### src/rtl/mc_ctrl_fsm_if.sv
// Control bundle between the multicycle controller and its datapath/memory.
// The master modport is the controller side; the slave modport is the datapath side.
interface mc_ctrl_fsm_if #(
    parameter int unsigned RETIRE_W = 32
);
    logic [6:0]          op;
    logic                mem_ready;
    logic                stall;
    logic                mem_req;
    logic [1:0]          ALUSrcA;
    logic [1:0]          ALUSrcB;
    logic [1:0]          ResultSrc;
    logic                AdrSrc;
    logic                IRWrite;
    logic                PCUpdate;
    logic                RegWrite;
    logic                MemWrite;
    logic [1:0]          ALUOp;
    logic                Branch;
    logic                instr_done;
    logic [RETIRE_W-1:0] retired;
    logic                bus_err;
    logic                trap;
    logic [4:0]          state_q;

    modport master (
        input  op, mem_ready, stall,
        output mem_req, ALUSrcA, ALUSrcB, ResultSrc, AdrSrc, IRWrite, PCUpdate,
               RegWrite, MemWrite, ALUOp, Branch, instr_done, retired, bus_err,
               trap, state_q
    );

    modport slave (
        output op, mem_ready, stall,
        input  mem_req, ALUSrcA, ALUSrcB, ResultSrc, AdrSrc, IRWrite, PCUpdate,
               RegWrite, MemWrite, ALUOp, Branch, instr_done, retired, bus_err,
               trap, state_q
    );
endinterface

### src/rtl/mc_ctrl_fsm.sv
// Main control FSM of the multicycle RV32I core with memory handshake, wait timeout and retire count.
// Define MC_CTRL_TRAP_EN to send illegal opcodes and memory timeouts to a halting TRAP state.
module mc_ctrl_fsm #(
    parameter bit          MEM_HANDSHAKE = 1'b1,
    parameter int unsigned WAIT_TIMEOUT  = 0,
    parameter int unsigned RETIRE_W      = 32
) (
    input logic           clock,
    input logic           reset,
    mc_ctrl_fsm_if.master ctl
);

    typedef enum logic [4:0] {
        S_FETCH    = 5'd0,  S_DECODE   = 5'd1,  S_MEMADR   = 5'd2,  S_MEMREAD  = 5'd3,
        S_MEMWB    = 5'd4,  S_MEMWRITE = 5'd5,  S_EXECUTER = 5'd6,  S_ALUWB    = 5'd7,
        S_EXECUTEI = 5'd8,  S_JAL      = 5'd9,  S_BEQ      = 5'd10, S_LUI      = 5'd11,
        S_JALR     = 5'd12, S_JALRWB   = 5'd13, S_AUIPC    = 5'd14, S_TRAP     = 5'd15
    } state_t;

    typedef struct packed {
        logic [1:0] src_a;
        logic [1:0] src_b;
        logic [1:0] res;
        logic [1:0] alu_op;
        logic       adr;
        logic       pcu;
        logic       rw;
        logic       br;
    } sel_t;

`ifdef MC_CTRL_TRAP_EN
    localparam state_t FAULT_STATE = S_TRAP;
`else
    localparam state_t FAULT_STATE = S_FETCH;
`endif

    localparam logic [7:0] TIMEOUT_C = 8'(WAIT_TIMEOUT);

    // JALR loads the PC from rs1+imm itself; JALRWB then writes the link value OldPC+4.
    function automatic sel_t decode_sel(input state_t s);
        sel_t d;
        d = '0;
        case (s)
            S_FETCH:    begin d.src_b = 2'd2; d.res = 2'd2; end
            S_DECODE:   begin d.src_a = 2'd1; d.src_b = 2'd1; end
            S_MEMADR:   begin d.src_a = 2'd2; d.src_b = 2'd1; end
            S_MEMREAD:  d.adr = 1'b1;
            S_MEMWRITE: d.adr = 1'b1;
            S_MEMWB:    begin d.res = 2'd1; d.rw = 1'b1; end
            S_EXECUTER: begin d.src_a = 2'd2; d.alu_op = 2'd2; end
            S_EXECUTEI: begin d.src_a = 2'd2; d.src_b = 2'd1; d.alu_op = 2'd2; end
            S_ALUWB:    d.rw = 1'b1;
            S_BEQ:      begin d.src_a = 2'd2; d.alu_op = 2'd1; d.br = 1'b1; end
            S_JAL:      begin d.src_a = 2'd1; d.src_b = 2'd2; d.pcu = 1'b1; end
            S_LUI:      begin d.src_a = 2'd3; d.src_b = 2'd1; end
            S_JALR:     begin d.src_a = 2'd2; d.src_b = 2'd1; d.res = 2'd2; d.pcu = 1'b1; end
            S_JALRWB:   begin d.src_a = 2'd1; d.src_b = 2'd2; d.res = 2'd2; d.rw = 1'b1; end
            S_AUIPC:    begin d.src_a = 2'd1; d.src_b = 2'd1; end
            default:    d = '0;
        endcase
        return d;
    endfunction

    state_t              state_r;
    state_t              nxt_state_s;
    sel_t                sel_r;
    logic [7:0]          wait_cnt_r;
    logic [RETIRE_W-1:0] retired_r;
    logic                ready_s;
    logic                wait_st_s;
    logic                timeout_s;
    logic                req_s;
    logic                ack_s;
    logic                done_s;

    // Memory handshake qualifiers: request, acknowledge and wait timeout.
    always_comb begin
        ready_s   = MEM_HANDSHAKE ? ctl.mem_ready : 1'b1;
        wait_st_s = (state_r == S_FETCH) || (state_r == S_MEMREAD) || (state_r == S_MEMWRITE);
        timeout_s = (TIMEOUT_C != 8'd0) && wait_st_s && (wait_cnt_r == TIMEOUT_C);
        req_s     = wait_st_s && !timeout_s && !reset
                    && !((state_r == S_FETCH) && ctl.stall);
        ack_s     = req_s && ready_s;
    end

    // Retire detection.
    always_comb begin
        done_s = 1'b0;
        if (reset) begin
            done_s = 1'b0;
        end else begin
            done_s = (state_r == S_ALUWB) || (state_r == S_MEMWB) || (state_r == S_JALRWB)
                     || (state_r == S_BEQ) || ((state_r == S_MEMWRITE) && ack_s)
                     || ((state_r == S_DECODE) && (ctl.op == 7'd15));
        end
    end

    // Next-state selection.
    always_comb begin
        nxt_state_s = state_r;
        case (state_r)
            S_FETCH: begin
                if (timeout_s)  nxt_state_s = FAULT_STATE;
                else if (ack_s) nxt_state_s = S_DECODE;
                else            nxt_state_s = S_FETCH;
            end
            S_DECODE: begin
                case (ctl.op)
                    7'd3, 7'd35: nxt_state_s = S_MEMADR;
                    7'd19:       nxt_state_s = S_EXECUTEI;
                    7'd23:       nxt_state_s = S_AUIPC;
                    7'd51:       nxt_state_s = S_EXECUTER;
                    7'd55:       nxt_state_s = S_LUI;
                    7'd99:       nxt_state_s = S_BEQ;
                    7'd103:      nxt_state_s = S_JALR;
                    7'd111:      nxt_state_s = S_JAL;
                    7'd15:       nxt_state_s = S_FETCH;
                    default:     nxt_state_s = FAULT_STATE;
                endcase
            end
            S_MEMADR:   nxt_state_s = ctl.op[5] ? S_MEMWRITE : S_MEMREAD;
            S_MEMREAD: begin
                if (timeout_s)  nxt_state_s = FAULT_STATE;
                else if (ack_s) nxt_state_s = S_MEMWB;
                else            nxt_state_s = S_MEMREAD;
            end
            S_MEMWRITE: begin
                if (timeout_s)  nxt_state_s = FAULT_STATE;
                else if (ack_s) nxt_state_s = S_FETCH;
                else            nxt_state_s = S_MEMWRITE;
            end
            S_EXECUTER, S_EXECUTEI, S_JAL, S_LUI, S_AUIPC: nxt_state_s = S_ALUWB;
            S_JALR:     nxt_state_s = S_JALRWB;
            S_ALUWB, S_MEMWB, S_JALRWB, S_BEQ:             nxt_state_s = S_FETCH;
            S_TRAP:     nxt_state_s = FAULT_STATE;
            default:    nxt_state_s = S_FETCH;
        endcase
    end

    // State, registered selects, wait counter and retire counter.
    always_ff @(posedge clock or posedge reset) begin
        if (reset) begin
            state_r    <= S_FETCH;
            sel_r      <= decode_sel(S_FETCH);
            wait_cnt_r <= 8'd0;
            retired_r  <= '0;
        end else begin
            state_r <= nxt_state_s;
            sel_r   <= decode_sel(nxt_state_s);
            if (done_s) retired_r <= retired_r + {{(RETIRE_W-1){1'b0}}, 1'b1};
            if ((nxt_state_s != state_r) || ack_s || timeout_s) wait_cnt_r <= 8'd0;
            else if (req_s)                                     wait_cnt_r <= wait_cnt_r + 8'd1;
        end
    end

    assign ctl.mem_req    = req_s;
    assign ctl.ALUSrcA    = sel_r.src_a;
    assign ctl.ALUSrcB    = sel_r.src_b;
    assign ctl.ResultSrc  = sel_r.res;
    assign ctl.AdrSrc     = sel_r.adr;
    assign ctl.ALUOp      = sel_r.alu_op;
    assign ctl.Branch     = sel_r.br;
    assign ctl.IRWrite    = (state_r == S_FETCH) && ack_s;
    assign ctl.PCUpdate   = !reset && (sel_r.pcu || ((state_r == S_FETCH) && ack_s));
    assign ctl.RegWrite   = !reset && sel_r.rw;
    assign ctl.MemWrite   = (state_r == S_MEMWRITE) && req_s;
    assign ctl.instr_done = done_s;
    assign ctl.retired    = retired_r;
    assign ctl.bus_err    = timeout_s && !reset;
    assign ctl.state_q    = state_r;
`ifdef MC_CTRL_TRAP_EN
    assign ctl.trap       = (state_r == S_TRAP) && !reset;
`else
    assign ctl.trap       = 1'b0;
`endif

endmodule
### src/flat_wrapper.sv
// flat-port wrapper written by rule: the top's interface ports become plain ports
module mc_ctrl_fsm_flat 
#(
    parameter bit          MEM_HANDSHAKE = 1'b1,
    parameter int unsigned WAIT_TIMEOUT  = 0,
    parameter int unsigned RETIRE_W      = 32
)
  (clock, reset, ctl_op, ctl_mem_ready, ctl_stall, ctl_mem_req, ctl_ALUSrcA, ctl_ALUSrcB, ctl_ResultSrc, ctl_AdrSrc, ctl_IRWrite, ctl_PCUpdate, ctl_RegWrite, ctl_MemWrite, ctl_ALUOp, ctl_Branch, ctl_instr_done, ctl_retired, ctl_bus_err, ctl_trap, ctl_state_q);
  mc_ctrl_fsm_if #(.RETIRE_W(RETIRE_W)) ctl_i ();
  input logic clock;
  input logic reset;
  input wire logic [$bits(ctl_i.op)-1:0] ctl_op;
  input wire logic [$bits(ctl_i.mem_ready)-1:0] ctl_mem_ready;
  input wire logic [$bits(ctl_i.stall)-1:0] ctl_stall;
  output wire logic [$bits(ctl_i.mem_req)-1:0] ctl_mem_req;
  output wire logic [$bits(ctl_i.ALUSrcA)-1:0] ctl_ALUSrcA;
  output wire logic [$bits(ctl_i.ALUSrcB)-1:0] ctl_ALUSrcB;
  output wire logic [$bits(ctl_i.ResultSrc)-1:0] ctl_ResultSrc;
  output wire logic [$bits(ctl_i.AdrSrc)-1:0] ctl_AdrSrc;
  output wire logic [$bits(ctl_i.IRWrite)-1:0] ctl_IRWrite;
  output wire logic [$bits(ctl_i.PCUpdate)-1:0] ctl_PCUpdate;
  output wire logic [$bits(ctl_i.RegWrite)-1:0] ctl_RegWrite;
  output wire logic [$bits(ctl_i.MemWrite)-1:0] ctl_MemWrite;
  output wire logic [$bits(ctl_i.ALUOp)-1:0] ctl_ALUOp;
  output wire logic [$bits(ctl_i.Branch)-1:0] ctl_Branch;
  output wire logic [$bits(ctl_i.instr_done)-1:0] ctl_instr_done;
  output wire logic [$bits(ctl_i.retired)-1:0] ctl_retired;
  output wire logic [$bits(ctl_i.bus_err)-1:0] ctl_bus_err;
  output wire logic [$bits(ctl_i.trap)-1:0] ctl_trap;
  output wire logic [$bits(ctl_i.state_q)-1:0] ctl_state_q;
  assign ctl_i.op = ctl_op;
  assign ctl_i.mem_ready = ctl_mem_ready;
  assign ctl_i.stall = ctl_stall;
  assign ctl_mem_req = ctl_i.mem_req;
  assign ctl_ALUSrcA = ctl_i.ALUSrcA;
  assign ctl_ALUSrcB = ctl_i.ALUSrcB;
  assign ctl_ResultSrc = ctl_i.ResultSrc;
  assign ctl_AdrSrc = ctl_i.AdrSrc;
  assign ctl_IRWrite = ctl_i.IRWrite;
  assign ctl_PCUpdate = ctl_i.PCUpdate;
  assign ctl_RegWrite = ctl_i.RegWrite;
  assign ctl_MemWrite = ctl_i.MemWrite;
  assign ctl_ALUOp = ctl_i.ALUOp;
  assign ctl_Branch = ctl_i.Branch;
  assign ctl_instr_done = ctl_i.instr_done;
  assign ctl_retired = ctl_i.retired;
  assign ctl_bus_err = ctl_i.bus_err;
  assign ctl_trap = ctl_i.trap;
  assign ctl_state_q = ctl_i.state_q;
  mc_ctrl_fsm #(.MEM_HANDSHAKE(MEM_HANDSHAKE), .WAIT_TIMEOUT(WAIT_TIMEOUT), .RETIRE_W(RETIRE_W)) u_core (.clock(clock), .reset(reset), .ctl(ctl_i));
endmodule
### config.mk
export PLATFORM = sky130hd
export DESIGN_NAME = mc_ctrl_fsm_flat
export DESIGN_NICKNAME = d
export VERILOG_FILES = /design/src/rtl/mc_ctrl_fsm_if.sv /design/src/rtl/mc_ctrl_fsm.sv /design/src/flat_wrapper.sv
export SDC_FILE = /design/constraint.sdc
export NUM_CORES = 1
export LEC_CHECK = 0
export ABC_AREA = 1
export CORE_MARGIN = 2
export CORE_UTILIZATION = 45
export CTS_CLUSTER_DIAMETER = 30
export CTS_CLUSTER_SIZE = 40
export DETAILED_ROUTE_END_ITERATION = 12
export GPL_TIMING_DRIVEN = 0
export PLACE_DENSITY = 0.87
export SLEW_MARGIN = 10
export SYNTH_ARGS = -nofsm -noshare
export SYNTH_HDL_FRONTEND = slang
export SYNTH_SLANG_ARGS = --single-unit
### constraint.sdc
create_clock -name clock -period 3 [get_ports clock]
set_input_delay 0.6 -clock clock [delete_from_list [all_inputs] [get_ports clock]]
set_output_delay 0.6 -clock clock [all_outputs]
set_load 0.01 [all_outputs]
==> flow_summary.json <==
{
  "final_core_utilization_pct": 59.0,
  "route.antenna.remaining_nets": 0,
  "most-common-layout-cells": "sky130_fd_sc_hd__nand2_1, sky130_fd_sc_hd__clkdlybuf4s50_1, sky130_fd_sc_hd__nor2_1",
  "timing_worst_slew_pin_value_ps": 660,
  "portBuffers": 62,
  "timing.slew.headroom_pct": 55.8,
  "power.share.switching_pct": 42.0,
  "grt_max_degree": 26,
  "total_internal_power_uw": 1450,
  "detail_route.drc_violations": 0,
  "clock_power_share_pct": 15.5,
  "drive_gt1_share_pct": 12.8,
  "clockRootBuffer": "sky130_fd_sc_hd__clkbuf_8",
  "crit_type": "in -> out",
  "groute.usage.overall_pct": 21.8,
  "power_density_relative_to_cell_area_nw_per_um2": 630,
  "power.share.combinational_pct": 48.6,
  "synthToLayoutAreaGrowth_pct": 28.3,
  "critical_path.startpoint_type": "input port",
  "hold_path_class": "in -> async",
  "seq_power_share_pct": 35.9,
  "placedInstanceArea_um2": 3820,
  "insertion_delay_ps": 300,
  "cap_violations": 0,
  "overflow": 0,
  "detailedRoute.firstIterationViolations": 246,
  "number_of_antenna_violations_at_the_first_check_in_global_routing": 0,
  "ir_drop_mv": 0.372,
  "tritoncts": "yes",
  "num-fill-cells": 614,
  "syn_inst": 429,
  "cts-root-to-sink-buffers": 2,
  "synthesis.area_um2": 3090,
  "gp_congestion": 1.08,
  "placeableCoreArea_um2": 6720,
  "yosysWarnings": 0,
  "finClkSkew_ps": 10.7,
  "finalHoldViolations": 0,
  "die_y_um": 86.9,
  "detail_route.wl_per_cell_um": 13.4,
  "ys_types": 40,
  "endpoint_kind": "output port",
  "cp_max_fo": 4,
  "startpoint": "ctl_mem_ready",
  "fin_worst_hold_slack_ps": 466,
  "cts.htree.levels": 2,
  "vias_post_dr": 3078,
  "diodes": 0,
  "floorplan.initialDensity_pct": 46.0,
  "static_leakage_power_uw": 0.00199,
  "clock_sink_count": 47,
  "first_global_vias": 2961,
  "min_period_over_period_pct": 90.0,
  "cp.arrival_ps": 2100,
  "io_pins": 66,
  "drv_slew": 0,
  "final_design_area_no_fill_um2": 3970,
  "final_common_cell": "sky130_fd_sc_hd__nand2_1",
  "finalWirelength_um": 7890,
  "die_x_um": 86.9,
  "total_switching_power_uw": 1050,
  "worstPathRequired_ps": 2400,
  "ff2ff_setup_slack_ps": 1070,
  "design.final.nets": 519,
  "clkSlewWorstSetupHoldPaths_ps": 90,
  "grt_pass1_wl_um": 13100,
  "run_status": "complete, no violations",
  "avgSynthCellArea_um2": 7.21,
  "cts_hold_buffers": 0,
  "cts_buffers": 5,
  "ys_seq_area_share_pct": 38.1,
  "drt_pre_antenna_iters": 6,
  "yosys_register_bits": 47,
  "max_freq_mhz": 371,
  "die_area_um2": 7550,
  "post_drt_via_cell_ratio": 5.23,
  "floorplan.rows": 30,
  "time_the_final_worst_path_needs_with_i_o_delays_and_setup_ps": 2700,
  "setup-violations-final": 0,
  "worst_r2r_startpoint": "u_core.ctl.state_q[3]$_DFF_PP0_",
  "setup_repair_after_global_routing_missed_its_margin": "no",
  "detailed_place_hpwl_um": 5960,
  "reg2regPathDepth": 11
}
==> cell usage after synthesis, drive strengths merged <==
master | n | area share [%]
a21oi | 3 | 0.97
buf | 15 | 3.6
conb | 1 | 0.12
nor2 | 58 | 8.3
nor4 | 4 | 0.81
o21ai | 9 | 1.6
nand2 | 148 | 19
xor2 | 16 | 4.8
xnor2 | 11 | 3.1
nand3b | 1 | 0.24
dfstp | 2 | 1.7
nor3 | 16 | 3.1
inv | 52 | 6.3
o21a | 1 | 0.24
nand3 | 24 | 4.6
clkinv | 1 | 0.16
o22ai | 1 | 0.20
nand4 | 17 | 3.8
dfrtp | 45 | 36
o31ai | 1 | 0.24
a21boi | 1 | 0.24
o211ai | 1 | 0.24
ha | 1 | 0.40
==> cell families (layout without fill, tap and decap cells) <==
logic type / count (synthesis) / in the layout / synth area share (%)
simple gates: 268 / 268 / 39.7
other cells: 1 / 3 / 0.121
xor+xnor: 27 / 27 / 7.89
compound gates: 17 / 17 / 3.72
buf+inv: 68 / 145 / 10.1
flops: 47 / 47 / 38.1
fa+ha+maj: 1 / 1 / 0.405
==> flip-flops by register name, summed over array words and instances (netlist names) <==
signal                cells
u_core.ctl.ALUOp          2
u_core.ctl.ALUSrcA        2
u_core.ctl.ALUSrcB        2
u_core.ctl.AdrSrc         1
u_core.ctl.ResultSrc      2
u_core.ctl.retired       32
u_core.ctl.state_q        4
u_core.sel_r              2
==> area by class of cell <==
class / count / area (um2) / share of cell area [%]
timing repair buffer: 67 / 654 / 16.5
clock inverter: 3 / 18.8 / 0.473
inverter: 53 / 204 / 5.14
tap: 80 / 100 / 2.52
buffer: 15 / 118 / 2.97
timing repair inverter: 2 / 12.5 / 0.315
sequential: 47 / 1180 / 29.7
multi-input combinational: 316 / 1610 / 40.6
clock buffer: 5 / 68.8 / 1.74
==> power by group through the flow <==
stage,clock (uW),combinational [uW],sequential (uW)
2_1_floorplan,0,724,915
3_3_place_gp,0,1140,902
3_5_place_dp,0,1190,910
4_1_cts,395,1210,897
5_1_grt,417,1350,916
6_report,387,1220,897
==> repair_timing <==
item / CTS / global route
cloned: 2 / 0
pin swaps: 2 / 1
buffers inserted: 4 / 1
endpoints found under the setup margin: 43 / 2
gates resized for setup: 5 / 3
==> final timing paths <==
check	endpoint
worst max register to register	u_core.ctl.retired[5]$_DFFE_PP0P_
worst min-delay path	u_core.ctl.retired[7]$_DFFE_PP0P_
worst max-delay path	ctl_PCUpdate
worst min register to register	u_core.ctl.retired[11]$_DFFE_PP0P_
max in group asynchronous	u_core.ctl.ResultSrc[1]$_DFF_PP1_
min in group clock	u_core.ctl.retired[11]$_DFFE_PP0P_
==> through the flow <==
| stage | power, uW | setup slack, ps | std cells | TNS, ps |
|---|---|---|---|---|
| finish | 2500 | 301 | 588 | 0 |
| floorplan | 1640 | 299 | 431 | 0 |
| global placement | 2040 | -1190 | 573 | -20480 |
| global route | 2680 | 213 | 588 | 0 |
| CTS | 2500 | 26.2 | 587 | 0 |
| detailed placement | 2100 | -1270 | 573 | -25150 |
==> worst max-delay path, stage by stage <==
cell,delay (ps)
sky130_fd_sc_hd__clkdlybuf4s50_1,570
sky130_fd_sc_hd__nand4_1,180
sky130_fd_sc_hd__inv_1,110
sky130_fd_sc_hd__o21a_1,110
sky130_fd_sc_hd__clkdlybuf4s50_1,530
==> metal layers <==
metal / routed length, um / global-route usage [%] / vias to the layer above
li1: - / - / 1490
met1: 3060 / 25.2 / 1410
met2: 4100 / 40.3 / 148
met3: 532 / 3.79 / 30
met4: 197 / 7.67 / 0
met5: 0 / 0 / -
(Power assumes the default switching activity.)
